## src/rtl/up_timer_pkg.sv

```systemverilog
// Shared definitions for the prescaled up-counting timer.
package up_timer_pkg;

    typedef enum logic {TMR_IDLE, TMR_RUN} tmr_state_t;

    localparam logic [0:0] ST_IDLE = 1'b0;
    localparam logic [0:0] ST_RUN  = 1'b1;

endpackage

```

## src/rtl/up_timer_if.sv

```systemverilog
// Control/status bundle between a timer client (master) and the timer (slave).
interface up_timer_if #(
    parameter int unsigned WIDTH    = 8,
    parameter int unsigned PS_WIDTH = 4
) ();

    logic                start;
    logic                stop;
    logic                pause;
    logic                repeat_mode;
    logic [WIDTH-1:0]    limit;
    logic [PS_WIDTH-1:0] prescale;
    logic [WIDTH-1:0]    count;
    logic                tick;
    logic                done;
    logic                busy;

    modport master (
        output start, stop, pause, repeat_mode, limit, prescale,
        input  count, tick, done, busy
    );

    modport slave (
        input  start, stop, pause, repeat_mode, limit, prescale,
        output count, tick, done, busy
    );

endinterface

```

## src/rtl/up_timer_tick_prescaler.sv

```systemverilog
// Step divider: strobes o_step on every (i_div+1)-th enabled clock.
module up_timer_tick_prescaler #(
    parameter int unsigned PS_WIDTH = 4
) (
    input  logic                i_clk,
    input  logic                i_rst_n,
    input  logic                i_clear,
    input  logic                i_enable,
    input  logic [PS_WIDTH-1:0] i_div,
    output logic                o_step
);

    logic [PS_WIDTH-1:0] r_cnt;

    assign o_step = i_enable && (r_cnt == i_div);

    always_ff @(posedge i_clk) begin
        if (!i_rst_n) begin
            r_cnt <= '0;
        end else if (i_clear || o_step) begin
            r_cnt <= '0;
        end else if (i_enable) begin
            r_cnt <= r_cnt + 1'b1;
        end
    end

endmodule

```

## src/rtl/up_timer.sv

```systemverilog
// Prescaled up-counting timer: counts 0 -> limit, one-shot or auto-repeat, with tick/done pulses.
module up_timer
    import up_timer_pkg::*;
#(
    parameter int unsigned WIDTH    = 8,
    parameter int unsigned PS_WIDTH = 4
) (
    input  logic       i_clk,
    input  logic       i_rst_n,
    up_timer_if.slave  bus
);

    logic [0:0]          r_state;
    logic [WIDTH-1:0]    r_count;
    logic [WIDTH-1:0]    r_limit;
    logic [PS_WIDTH-1:0] r_prescale;
    logic                r_repeat;
    logic                r_tick;
    logic                r_done;

    logic                w_run;
    logic                w_ps_en;
    logic                w_step;
    logic [WIDTH-1:0]    w_last;

    assign w_run   = (r_state == ST_RUN);
    assign w_ps_en = w_run && !bus.pause && !bus.start && !bus.stop;
    // Limit 0 wraps to all-ones so the run covers the full 2^WIDTH range.
    assign w_last  = r_limit - {{(WIDTH-1){1'b0}}, 1'b1};

    up_timer_tick_prescaler #(
        .PS_WIDTH (PS_WIDTH)
    ) u_prescaler (
        .i_clk    (i_clk),
        .i_rst_n  (i_rst_n),
        .i_clear  (bus.start),
        .i_enable (w_ps_en),
        .i_div    (r_prescale),
        .o_step   (w_step)
    );

    always_ff @(posedge i_clk) begin
        if (!i_rst_n) begin
            r_state    <= ST_IDLE;
            r_count    <= '0;
            r_limit    <= '0;
            r_prescale <= '0;
            r_repeat   <= 1'b0;
            r_tick     <= 1'b0;
            r_done     <= 1'b0;
        end else begin
            r_tick <= 1'b0;
            r_done <= 1'b0;
            if (bus.start) begin
                r_state    <= ST_RUN;
                r_count    <= '0;
                r_limit    <= bus.limit;
                r_prescale <= bus.prescale;
                r_repeat   <= bus.repeat_mode;
            end else if (bus.stop) begin
                r_state <= ST_IDLE;
            end else if (w_step) begin
                r_tick <= 1'b1;
                if (r_count == w_last) begin
                    r_done <= 1'b1;
                    if (r_repeat) begin
                        r_count <= '0;
                    end else begin
                        r_count <= r_limit;
                        r_state <= ST_IDLE;
                    end
                end else begin
                    r_count <= r_count + 1'b1;
                end
            end
        end
    end

    assign bus.count = r_count;
    assign bus.tick  = r_tick;
    assign bus.done  = r_done;
    assign bus.busy  = w_run;

endmodule

```

## src/flat_wrapper.sv

```systemverilog
// flat-port wrapper written by rule: the top's interface ports become plain ports
module up_timer_flat import up_timer_pkg::*;
#(
    parameter int unsigned WIDTH    = 8,
    parameter int unsigned PS_WIDTH = 4
)
  (i_clk, i_rst_n, bus_start, bus_stop, bus_pause, bus_repeat_mode, bus_limit, bus_prescale, bus_count, bus_tick, bus_done, bus_busy);
  up_timer_if #(.WIDTH(WIDTH), .PS_WIDTH(PS_WIDTH)) bus_i ();
  input  logic i_clk;
  input  logic i_rst_n;
  input wire logic [$bits(bus_i.start)-1:0] bus_start;
  input wire logic [$bits(bus_i.stop)-1:0] bus_stop;
  input wire logic [$bits(bus_i.pause)-1:0] bus_pause;
  input wire logic [$bits(bus_i.repeat_mode)-1:0] bus_repeat_mode;
  input wire logic [$bits(bus_i.limit)-1:0] bus_limit;
  input wire logic [$bits(bus_i.prescale)-1:0] bus_prescale;
  output wire logic [$bits(bus_i.count)-1:0] bus_count;
  output wire logic [$bits(bus_i.tick)-1:0] bus_tick;
  output wire logic [$bits(bus_i.done)-1:0] bus_done;
  output wire logic [$bits(bus_i.busy)-1:0] bus_busy;
  assign bus_i.start = bus_start;
  assign bus_i.stop = bus_stop;
  assign bus_i.pause = bus_pause;
  assign bus_i.repeat_mode = bus_repeat_mode;
  assign bus_i.limit = bus_limit;
  assign bus_i.prescale = bus_prescale;
  assign bus_count = bus_i.count;
  assign bus_tick = bus_i.tick;
  assign bus_done = bus_i.done;
  assign bus_busy = bus_i.busy;
  up_timer #(.WIDTH(WIDTH), .PS_WIDTH(PS_WIDTH)) u_core (.i_clk(i_clk), .i_rst_n(i_rst_n), .bus(bus_i));
endmodule
```

## config.mk

```make
export PLATFORM = sky130hd
export DESIGN_NAME = up_timer_flat
export DESIGN_NICKNAME = d
export VERILOG_FILES = /design/src/rtl/up_timer_pkg.sv /design/src/rtl/up_timer_if.sv /design/src/rtl/up_timer_tick_prescaler.sv /design/src/rtl/up_timer.sv /design/src/flat_wrapper.sv
export SDC_FILE = /design/constraint.sdc
export NUM_CORES = 1
export LEC_CHECK = 0
export CORE_MARGIN = 1
export CORE_UTILIZATION = 56
export CTS_BUF_LIST = sky130_fd_sc_hd__clkbuf_16
export DETAILED_ROUTE_END_ITERATION = 8
export PLACE_DENSITY = 0.9
export SLEW_MARGIN = 20
export SYNTH_ARGS = -nofsm -noshare
export SYNTH_HDL_FRONTEND = slang
export SYNTH_SLANG_ARGS = --single-unit
```

## constraint.sdc

```tcl
create_clock -name i_clk -period 6.1 [get_ports i_clk]
set_clock_uncertainty 0.2 [all_clocks]
set_input_delay 1.525 -clock i_clk [delete_from_list [all_inputs] [get_ports i_clk]]
set_output_delay 1.525 -clock i_clk [all_outputs]
set_load 0.01 [all_outputs]
```

==> results.py <==
metrics = {
    "outcome": {
        "status": "finished clean",
    },
    "drt": {
        "firstDrtPassIters": 4,
        "highest_layer": "met4",
        "met3_length_um": 222,
        "wl_um": 3680,
        "dr_wl_met2_um": 1840,
        "via_count": 1435,
        "drc": 0,
        "detail-route-antenna-nets": 0,
        "wl_met1_um": 1490,
        "routedWlPerCell_um": 15.7,
        "post_drt_via_cell_ratio": 6.13,
        "initialDrtViolationCount": 58,
    },
    "yosys": {
        "avgSynthCellArea_um2": 8.97,
        "synth_area_um2": 1610,
        "yosysSeqAreaShare": 0.347,
        "netlist_instances": 180,
        "ys_ff_latch": 28,
        "syn_nets": 201,
        "ys_warn_count": 0,
        "ys_types": 36,
    },
    "clock_tree": {
        "htreeDepth": 1,
        "cts.clk_slew.worst_paths_ns": 0.07,
        "clock_path_buffers": 2,
        "ctsHoldBuffers": 0,
        "cts_buffers": 3,
        "clkSinkCount": 28,
        "cts_setup_buffers": 0,
        "cts_resized": 0,
        "cts.root.buffer_cell": "clkbuf_16",
        "insertion_delay_ns": 0.26,
        "cts_tree": "done",
    },
    "power_and_ir_drop": {
        "p_seq_frac": 0.487,
        "leakage_nw": 0.765,
        "cellPowerDensity_nw_per_um2": 204,
        "clkPwrFrac": 0.374,
        "p_int_mw": 0.307,
        "p_comb_frac": 0.139,
        "power.net_switching_mw": 0.0962,
        "vdd_drop_max_mv": 0.164,
        "power.share.switching": 0.239,
    },
    "sta": {
        "slew_viol_final": 0,
        "worst_pin_slew_ns": 0.932,
        "fin_crit_ns": 3.99,
        "fmax_ghz": 0.251,
        "setup_viol": 0,
        "hold_ws_ns": 0.332,
        "finalSetupTns_ns": 0,
        "relSlewSlack": 0.377,
        "finalHoldViolations": 0,
        "period_share": 0.654,
        "rsz0062_at_grt": "no",
    },
    "worst_hold_path": {
        "hp-class": "reg2reg",
    },
    "final_layout": {
        "drive_gt1_frac": 0.0542,
        "final_nets": 225,
        "antenna_cells": 0,
        "final_cell_mix": "clkdlybuf4s50_1, dfxtp_1, nor2b_1",
        "area_growth_syn_to_layout_pct": 22.3,
    },
    "placement": {
        "port_buffers": 28,
        "dp_hpwl_um": 2630,
        "gp_congestion": 0.981,
    },
    "die": {
        "dieHeight_um": 55.7,
        "ios": 29,
        "die_x_um": 55.7,
        "start_util": 0.590,
        "num_rows": 19,
        "dieArea_um2": 3100,
        "core_area_um2": 2730,
    },
    "grt": {
        "gr-total-overflow": 0,
        "grt_antenna_before_repair": 0,
        "grt_pass1_vias": 1371,
        "grt_usage": 0.251,
        "grt_max_degree": 19,
        "grt_pass1_wl_um": 6170,
    },
    "critical_path": {
        "start_kind": "input port",
        "crit_path_cell_trace": "clkdlybuf4s50_1, nor3b_1, buf_4, nand2_1, o311a_1, nor3_1",
        "path_depth": 6,
        "ff2ff_setup_slack_ns": 3.20,
        "crit_type": "in2reg",
        "cp.arrival_ns": 3.96,
        "crit_slowest_cell": "clkdlybuf4s50_1",
        "reg2reg_depth": 8,
        "crit_family": "buffers and inverters",
        "required_ns": 6.07,
        "r2r_end": "u_core.bus.count[2]",
        "cp_slowest_stage_delay_ns": 0.89,
        "cp-startpoint": "bus_start",
        "path_buf_inv": 2,
        "setup.worst_path.end": "u_core.bus.count[0]",
        "cp_max_fo": 17,
        "end_kind": "register",
        "reg2reg_from": "u_core.r_limit[0]",
    },
    "run": {
        "drv_cap": 0,
    },
}
[metal layers]
metal	track usage	up-vias
li1	-	679
met1	0.290	675
met2	0.458	65
met3	0.0256	16
met4	0.121	0
met5	0	-
[state kept, by name, summed over array words and instances (netlist names)]
name,flops
u_core.bus.tick,1
u_core.r_limit,8
u_core.r_repeat,1
u_core.r_prescale,4
u_core.u_prescaler.r_cnt,4
u_core.bus.count,8
u_core.bus.busy,1
u_core.bus.done,1
[stage by stage]
stage / area, um^2 / utilization / std cells / worst slack, ns / total power [mW]
after global placement: 1900 / 0.693 / 230 / 2.10 / 0.253
final: 1970 / 0.722 / 234 / 2.11 / 0.403
after floorplan: 1610 / - / 180 / 2.85 / 0.235
after detailed placement: 1900 / 0.693 / 230 / 1.96 / 0.256
after CTS: 1970 / 0.722 / 234 / 2.12 / 0.402
after global routing: 1970 / 0.722 / 234 / 2.02 / 0.417
[worst min-delay path by stage]
stage	slack, ns	startpoint	depth (start not counted)	end
final	0.33	u_core.r_prescale[2]	2	u_core.r_prescale[2]
after global routing	0.39	u_core.r_repeat	2	u_core.r_repeat
after floorplan	0.30	u_core.u_prescaler.r_cnt[3]	2	u_core.u_prescaler.r_cnt[3]
after detailed placement	0.33	u_core.r_prescale[2]	2	u_core.r_prescale[2]
after global placement	0.32	u_core.u_prescaler.r_cnt[3]	2	u_core.u_prescaler.r_cnt[3]
after CTS	0.34	u_core.r_prescale[2]	2	u_core.r_prescale[2]
[layout make-up]
cell class | count | area (um^2)
repair buffers | 29 | 288
inverters | 3 | 11.3
clock buffers | 3 | 75.1
fillers | 196 | 759
flip-flops and latches | 28 | 561
well taps | 31 | 38.8
clock inverters | 1 | 3.75
multi-input cells | 139 | 997
[synthesized netlist by cell type (all sizes together)]
| cell | count | share of area |
|---|---|---|
| and3 | 5 | 0.019 |
| o211a | 1 | 0.0062 |
| a211oi | 5 | 0.029 |
| nor3b | 3 | 0.014 |
| o31a | 1 | 0.0054 |
| o211ai | 1 | 0.0047 |
| inv | 3 | 0.0070 |
| or4 | 1 | 0.0070 |
| xor2 | 11 | 0.060 |
| or3b | 1 | 0.0054 |
| xnor2 | 12 | 0.065 |
| nor4 | 5 | 0.033 |
| dfxtp | 28 | 0.35 |
| a21oi | 7 | 0.022 |
| buf | 2 | 0.0093 |
| nor2 | 14 | 0.033 |
| nand2b | 4 | 0.016 |
| clkbuf | 8 | 0.019 |
| and2 | 6 | 0.023 |
| nand3 | 3 | 0.0093 |
| nor2b | 15 | 0.058 |
| o311a | 1 | 0.0062 |
| o221a | 1 | 0.0070 |
| mux2i | 14 | 0.087 |
| ha | 3 | 0.023 |
| o21ai | 4 | 0.012 |
| a31oi | 1 | 0.0039 |
| nand3b | 1 | 0.0047 |
| nand4 | 7 | 0.027 |
| nand2 | 6 | 0.014 |
| nor3 | 5 | 0.016 |
| and4bb | 1 | 0.0078 |
[logic make-up (layout without fill, tap and decap cells)]
family                   Yosys count  in the layout  synth area share
XOR/XNOR                          23             23             0.125
AND/OR/NAND/NOR                   77             77             0.286
adder cells (fa/ha/maj)            3              3            0.0233
flip-flops                        28             28             0.347
AO/OA/AOI/OAI                     22             22            0.0969
multiplexers                      14             14            0.0868
buffers and inverters             13             36            0.0349
[power by group through the flow]
stage | logic [mW] | clock network (mW) | registers (mW)
detailed placement | 0.0555 | 0 | 0.200
CTS | 0.0557 | 0.150 | 0.196
finish | 0.0562 | 0.151 | 0.196
floorplan | 0.0370 | 0 | 0.198
global placement | 0.0529 | 0 | 0.200
global route | 0.0611 | 0.159 | 0.197
[worst min-delay path: stages, from the launching register on]
cell and delay (ns):
dfxtp_1 0.32, mux2i_1 0.12, nor2b_1 0.05
No activity file was read; power rests on OpenSTA's default activity.
